==> src/rtl/control_pkg.sv <==
// control_pkg: RV32I main-decoder opcodes, ALU-op classes and the control bundle.
package control_pkg;
    localparam int OPW = 7;
    localparam logic [OPW-1:0] OP_RTYPE  = 7'b0110011;
    localparam logic [OPW-1:0] OP_LOAD   = 7'b0000011;
    localparam logic [OPW-1:0] OP_IALU   = 7'b0010011;
    localparam logic [OPW-1:0] OP_STORE  = 7'b0100011;
    localparam logic [OPW-1:0] OP_BRANCH = 7'b1100011;
    localparam logic [OPW-1:0] OP_JAL    = 7'b1101111;
    localparam logic [OPW-1:0] OP_JALR   = 7'b1100111;
    localparam logic [OPW-1:0] OP_LUI    = 7'b0110111;
    localparam logic [OPW-1:0] OP_AUIPC  = 7'b0010111;
    localparam logic [1:0] ALUOP_ADD   = 2'b00;
    localparam logic [1:0] ALUOP_SUB   = 2'b01;
    localparam logic [1:0] ALUOP_RTYPE = 2'b10;
    localparam logic [1:0] ALUOP_ITYPE = 2'b11;
    typedef struct packed {
        logic       reg_dst;
        logic       alu_src;
        logic       mem_to_reg;
        logic       reg_write;
        logic       mem_read;
        logic       mem_write;
        logic       branch;
        logic [1:0] alu_op;
        logic       jump;
        logic       jalr;
        logic       lui;
        logic       auipc;
        logic       illegal;
    } ctrl_t;
endpackage

==> src/rtl/control_decode.sv <==
// control_decode: combinational opcode-to-control mapping; bubbles and unknown
// opcodes leave every write strobe low so they have no architectural effect.
module control_decode
    import control_pkg::*;
#(
    parameter int OPW = 7
) (
    input  logic           op_valid,
    input  logic [OPW-1:0] op_code,
    output ctrl_t          ctrl
);
    always_comb begin
        ctrl = '0;
        if (op_valid) begin
            case (op_code)
                OP_RTYPE: begin
                    ctrl.reg_dst   = 1'b1;
                    ctrl.reg_write = 1'b1;
                    ctrl.alu_op    = ALUOP_RTYPE;
                end
                OP_LOAD: begin
                    ctrl.alu_src    = 1'b1;
                    ctrl.mem_to_reg = 1'b1;
                    ctrl.reg_write  = 1'b1;
                    ctrl.mem_read   = 1'b1;
                end
                OP_IALU: begin
                    ctrl.alu_src   = 1'b1;
                    ctrl.reg_write = 1'b1;
                    ctrl.alu_op    = ALUOP_ITYPE;
                end
                OP_STORE: begin
                    ctrl.alu_src   = 1'b1;
                    ctrl.mem_write = 1'b1;
                end
                OP_BRANCH: begin
                    ctrl.branch = 1'b1;
                    ctrl.alu_op = ALUOP_SUB;
                end
                OP_JAL: begin
                    ctrl.jump      = 1'b1;
                    ctrl.reg_write = 1'b1;
                end
                OP_JALR: begin
                    ctrl.jump      = 1'b1;
                    ctrl.jalr      = 1'b1;
                    ctrl.alu_src   = 1'b1;
                    ctrl.reg_write = 1'b1;
                end
                OP_LUI: begin
                    ctrl.lui       = 1'b1;
                    ctrl.alu_src   = 1'b1;
                    ctrl.reg_write = 1'b1;
                end
                OP_AUIPC: begin
                    ctrl.auipc     = 1'b1;
                    ctrl.alu_src   = 1'b1;
                    ctrl.reg_write = 1'b1;
                end
                default: ctrl.illegal = 1'b1;
            endcase
        end
    end
endmodule

==> src/rtl/control_unit.sv <==
// control_unit: RV32I main decoder with a one-cycle, async-reset output register
// feeding the execute-stage pipeline register.
module control_unit
    import control_pkg::*;
#(
    parameter int OPW = 7
) (
    input  logic           clk,
    input  logic           rst_n,
    input  logic           op_valid,
    input  logic [OPW-1:0] op_code,
    output logic           reg_dst,
    output logic           alu_src,
    output logic           mem_to_reg,
    output logic           reg_write,
    output logic           mem_read,
    output logic           mem_write,
    output logic           branch,
    output logic [1:0]     alu_op,
    output logic           jump,
    output logic           jalr,
    output logic           lui,
    output logic           auipc,
    output logic           illegal
);
    ctrl_t w_ctrl;
    ctrl_t r_ctrl;
    control_decode #(.OPW(OPW)) u_decode (
        .op_valid (op_valid),
        .op_code  (op_code),
        .ctrl     (w_ctrl)
    );
    always_ff @(posedge clk or negedge rst_n) begin
        if (!rst_n) r_ctrl <= '0;
        else        r_ctrl <= w_ctrl;
    end
    assign reg_dst    = r_ctrl.reg_dst;
    assign alu_src    = r_ctrl.alu_src;
    assign mem_to_reg = r_ctrl.mem_to_reg;
    assign reg_write  = r_ctrl.reg_write;
    assign mem_read   = r_ctrl.mem_read;
    assign mem_write  = r_ctrl.mem_write;
    assign branch     = r_ctrl.branch;
    assign alu_op     = r_ctrl.alu_op;
    assign jump       = r_ctrl.jump;
    assign jalr       = r_ctrl.jalr;
    assign lui        = r_ctrl.lui;
    assign auipc      = r_ctrl.auipc;
    assign illegal    = r_ctrl.illegal;
endmodule

==> config.mk <==
export PLATFORM = sky130hd
export DESIGN_NAME = control_unit
export DESIGN_NICKNAME = d
export VERILOG_FILES = /design/src/rtl/control_pkg.sv /design/src/rtl/control_decode.sv /design/src/rtl/control_unit.sv
export SDC_FILE = /design/constraint.sdc
export NUM_CORES = 1
export LEC_CHECK = 0
export ABC_AREA = 1
export CAP_MARGIN = 0
export CORE_MARGIN = 2
export CORE_UTILIZATION = 43
export CTS_BUF_LIST = sky130_fd_sc_hd__clkbuf_2
export DETAILED_ROUTE_END_ITERATION = 6
export PLACE_DENSITY = 0.85
export SLEW_MARGIN = 20
export SYNTH_ARGS = -nofsm -noshare
export SYNTH_HDL_FRONTEND = slang
export SYNTH_SLANG_ARGS = --single-unit
==> constraint.sdc <==
create_clock -name clk -period 0.95 [get_ports clk]
set_clock_uncertainty 0.1 [all_clocks]
set_input_delay 0.2375 -clock clk [delete_from_list [all_inputs] [get_ports clk]]
set_output_delay 0.2375 -clock clk [all_outputs]
set_load 0.01 [all_outputs]
==> results.yml, run 1 <==
power:
  peakVddDrop_uv: 507
  power_density_nw_per_um2: 1100
  leakagePower_nw: 0.515
clocking:
  clk_root_buffer_cell: "clkbuf_2"
  cts_buffer_depth: 2
  cts_hold_buf: 0
  clock-sinks: 13
  tritoncts: "built"
  cts-htree-levels: 1
  numCtsBuffers: 3
  clkSlewWorstSetupHoldPaths_ps: 120
global_routing:
  overflow: 0
  grt_max_degree: 14
  grt_antenna_before_repair: 0
  grt_pass1_wl_um: 2700
  grtUsageTotal: 0.206
  grt_pass1_vias: 602
floorplan:
  die_x_um: 41.5
  start_util: 0.463
  placementRows: 13
  dieArea_um2: 1720
  die_h_um: 41.5
  core_um2: 1300
  io_pins: 24
critical_path:
  slowest_delay_ps: 390
  critPathBufInv: 1
  path_depth: 1
  cp-startpoint: "mem_write$_DFF_PN0_"
  cp.required_ps: 610
  arrival_ps: 790
  crit_fanout: 1
  worstPathCellList: "buf_2"
  startpoint_type: "register"
  crit_type: "register to primary output"
  worstSetupEndpoint: "mem_write"
  cp-end-kind: "primary output"
  cp_top_family: "flip-flops"
  cpMaxStageDelayCell: "dfrtp_1"
drt:
  vias: 610
  wire_per_inst_um: 13.0
  drt_iter0_drc: 15
  wirelength_um: 1600
  viasPerCell: 4.96
  ant_nets: 0
  dr.pass1.iters: 4
  drt_drc_violations_left: 0
synthesis:
  ys_warn_count: 0
  synth_seq_cells: 13
  postSynthCellCount: 73
  synth_cell_type_count: 16
  synth_top_area_share: 0.539
  syn_nets: 83
  synth.area.top_cells: "dfrtp_1, nor2_1, nand2_1"
  avgSynthCellArea_um2: 8.26
  synth_top_cell_by_area: "dfrtp_1"
  ys_seq_area_frac: 0.539
  syn-cell-area_um2: 603
finish:
  area_growth_pct: 52.5
  final_area_um2: 920
  fin_cells: 123
  ff_latch_area_um2: 325
  largest_reg_flops: 2
  final_util: 0.707
  drive_above_1_share: 0.574
  n_fill_cell: 98
  nNetsFinal: 119
  diodes: 0
  multi_input_area_um2: 303
  layout_common_cells: "nor2_1, buf_2, dfrtp_1"
placed_design:
  pre_cts_ws_ps: -672
  placed_area_um2: 927
  dp_cells: 117
  portBuffers: 23
  hpwl_um: 1240
  gpl.final_weighted_congestion: 0.848
timing:
  min_period_over_period: 1.19
  max_freq_mhz: 888
  drv_slew: 0
  tightest_slew_ps: 278
  hold_violations: 0
  layout_min_cycle_time_ps: 1130
  rsz0062_at_grt: "yes"
  layout_setup_ws_ps: -176
  finalSetupViolCount: 14
  relSlewSlack: 0.813
run_status:
  status: "complete, but fails checks"
  violations: "negative setup slack"
worst_hold_path:
  hold_class: "input port to register"
  hp-start: "op_code[6]"
run:
  maxCapViolCount: 0
## synthesized netlist by cell type (all sizes together)
cell type / n
nand3: 6
nor2: 22
nand2: 16
buf: 2
nor4: 1
dfrtp: 13
a21oi: 3
nor3: 2
and2: 1
inv: 7
## cell type report
class | count | area share
tap | 15 | 0.0204
clock buffer | 4 | 0.0218
sequential | 13 | 0.354
multi-input combinational | 51 | 0.329
timing repair buffer | 33 | 0.235
inverter | 7 | 0.0395
## worst min-delay path by stage
stage | endpoint | slack, ps | cells after the start
finish | mem_write$_DFF_PN0_ | 120 | 2
global route | mem_write$_DFF_PN0_ | 90 | 2
CTS | mem_write$_DFF_PN0_ | 90 | 2
detailed placement | auipc$_DFF_PN0_ | 510 | 2
global placement | alu_op[1]$_DFF_PN0_ | 480 | 2
floorplan | alu_op[0]$_DFF_PN0_ | -160 | 0
## routing by layer
metal	GRT usage	wire, µm	up-vias
li1	-	-	298
met5	0	0	-
met2	0.381	870	22
met1	0.241	606	286
met3	0.0174	88	4
met4	0.0839	39	0
## through the flow
step	power, mW	setup TNS, ps	hold slack, ps
floorplan	0.635	0	-158
global placement	0.737	-9550	478
detailed placement	0.744	-10420	513
CTS	1.01	-2240	86.2
global route	1.06	-2760	94.8
finish	1.01	-2160	116
## where the power goes
| part | switching [mW] | internal (mW) |
|---|---|---|
| Combinational | 0.103 | 0.0722 |
| Sequential | 0.00125 | 0.559 |
| Clock | 0.163 | 0.112 |
| Total | 0.267 | 0.743 |
## cells by family (layout without fill, tap and decap cells)
group,Yosys count,in the layout,synth area share
compound gates,3,3,0.0311
buf+inv,9,44,0.0643
flops,13,13,0.539
simple gates,48,48,0.365
## what timing repair did
item / CTS / global route
endpoints found under the setup margin: 27 / 21
gates resized for setup: 87 / 14
setup buffers: 2 / 0
hold endpoints to repair: 0 / 0
pin swaps: 9 / 9
(Power assumes the default switching activity.)
==> inputs of run 2 (changes only) <==
--- a/config.mk
+++ b/config.mk
@@ -7,11 +7,12 @@
 export LEC_CHECK = 0
 export ABC_AREA = 1
 export CAP_MARGIN = 0
-export CORE_MARGIN = 2
-export CORE_UTILIZATION = 43
+export CORE_AREA = 2 2 39 41
 export CTS_BUF_LIST = sky130_fd_sc_hd__clkbuf_2
 export DETAILED_ROUTE_END_ITERATION = 6
-export PLACE_DENSITY = 0.85
+export DIE_AREA = 0 0 41 43
+export DONT_BUFFER_PORTS = 1
+export PLACE_DENSITY = 0.66
 export SLEW_MARGIN = 20
 export SYNTH_ARGS = -nofsm -noshare
 export SYNTH_HDL_FRONTEND = slang
==> run 2 against run 1 <==
The flow finishes with violations (negative hold slack, negative setup slack); die area increased by 2.6%; cell count decreased by 22%; worst setup slack improved by 76 ps; clock-buffer cell count unchanged; global-route usage decreased by 5.2 points; power decreased by 7.2%; critical endpoint is now mem_to_reg.
==> results.yml, run 2 (synthesized netlist as in run 1, its figures left out) <==
run_status:
  status: "complete, but fails checks"
  violations: "negative hold slack, negative setup slack"
clocking:
  cts-htree-levels: 1
  post_cts_buffers: 0
  numCtsBuffers: 3
  clock-sinks: 13
  cts_buffer_depth: 2
  clkSlewWorstSetupHoldPaths_ps: 120
  clk_root_buffer_cell: "clkbuf_2"
  tritoncts: "built"
  cts_hold_buf: 2
placed_design:
  pre_cts_ws_ps: -78.5
  hpwl_um: 908
  gpl.final_weighted_congestion: 0.875
  portBuffers: 0
finish:
  drive_above_1_share: 0.313
  nNetsFinal: 91
  largest_reg_flops: 2
  ff_latch_area_um2: 327
  diodes: 0
  layout_common_cells: "nor2_1, dfrtp_1, nand2_1"
  area_growth_pct: 16.8
  n_fill_cell: 124
  layout_commonest_cell: "nor2_1"
  multi_input_area_um2: 249
floorplan:
  core_um2: 1380
  io_pins: 24
  dieArea_um2: 1760
  placementRows: 14
  start_util: 0.436
  die_x_um: 41
  die_h_um: 43
critical_path:
  crit_fanout: 2
  cp-end-kind: "primary output"
  startpoint_type: "register"
  arrival_ps: 710
  path_depth: 0
  cp.required_ps: 610
  crit_type: "register to primary output"
drt:
  drt_drc_violations_left: 0
  drt_iter0_drc: 5
  ant_nets: 0
  dr.pass1.iters: 4
  viasPerCell: 5.16
  vias: 495
  wire_per_inst_um: 11.6
  wirelength_um: 1120
global_routing:
  grt_pass1_wl_um: 1820
  grt_antenna_before_repair: 0
  overflow: 0
  grt_pass1_vias: 441
  grtUsageTotal: 0.154
  grt_max_degree: 14
timing:
  layout_setup_ws_ps: -100
  drv_slew: 0
  finalSetupViolCount: 14
  holdWs_ps: -89.0
  relSlewSlack: 0.631
  tightest_slew_ps: 553
  rsz0062_at_grt: "yes"
  hold_violations: 14
  max_freq_mhz: 952
  min_period_over_period: 1.11
  layout_min_cycle_time_ps: 1050
run:
  maxCapViolCount: 0
worst_hold_path:
  hold_class: "input port to asynchronous set/reset pin"
power:
  peakVddDrop_uv: 411
  leakagePower_nw: 0.364
  power_density_nw_per_um2: 1330
==> run 2: cell count changes in the layout (fill, tap and decap cells not counted), sizes merged <==
cell | before | now
dlygate4sd3 | 0 | 1
dlymetal6s4s | 0 | 1
clkbuf | 6 | 4
dlygate4sd2 | 1 | 0
buf | 29 | 3
clkdlybuf4s50 | 1 | 0
==> run 2: worst paths after layout <==
| path | from | to |
|---|---|---|
| worst max-delay path | mem_read$_DFF_PN0_ | mem_to_reg |
| worst min-delay path | rst_n | reg_write$_DFF_PN0_ |
| max in group asynchronous | rst_n | mem_read$_DFF_PN0_ |
| min in group clk | op_code[6] | mem_write$_DFF_PN0_ |
==> run 2: per-layer routing <==
metal  track usage  wire length, µm  up-vias
met3        0.0262               61        2
li1              -                -      239
met1         0.185              454      234
met4         0.100               20        0
met5             0                0        -
met2         0.238              581       20
==> run 2: what timing repair did <==
action	in CTS	in global routing
setup endpoints to repair	14	27
hold endpoints to repair	15	14
gates resized for setup	0	2
==> run 2: area by class of cell <==
class / count / share of cell area
multi-input combinational: 51 / 0.353
tap: 16 / 0.0284
inverter: 7 / 0.0444
timing repair buffer: 5 / 0.0817
sequential: 13 / 0.464
clock buffer: 4 / 0.0284
==> run 2: through the flow <==
step	power (mW)	utilization	cells	area, µm²	setup TNS, ps
floorplan	0.635	-	73	618	0
global placement	0.657	0.477	90	661	-129
detailed placement	0.658	0.477	90	661	-159
CTS	0.942	0.506	96	701	-1070
global route	0.984	0.509	96	704	-1450
finish	0.938	0.509	96	704	-985
==> run 2: power by group <==
part / leakage [nW] / switching [mW] / internal (mW)
Sequential: 0.177 / 0.00552 / 0.559
Clock: 0.0166 / 0.164 / 0.112
Combinational: 0.170 / 0.0575 / 0.0402
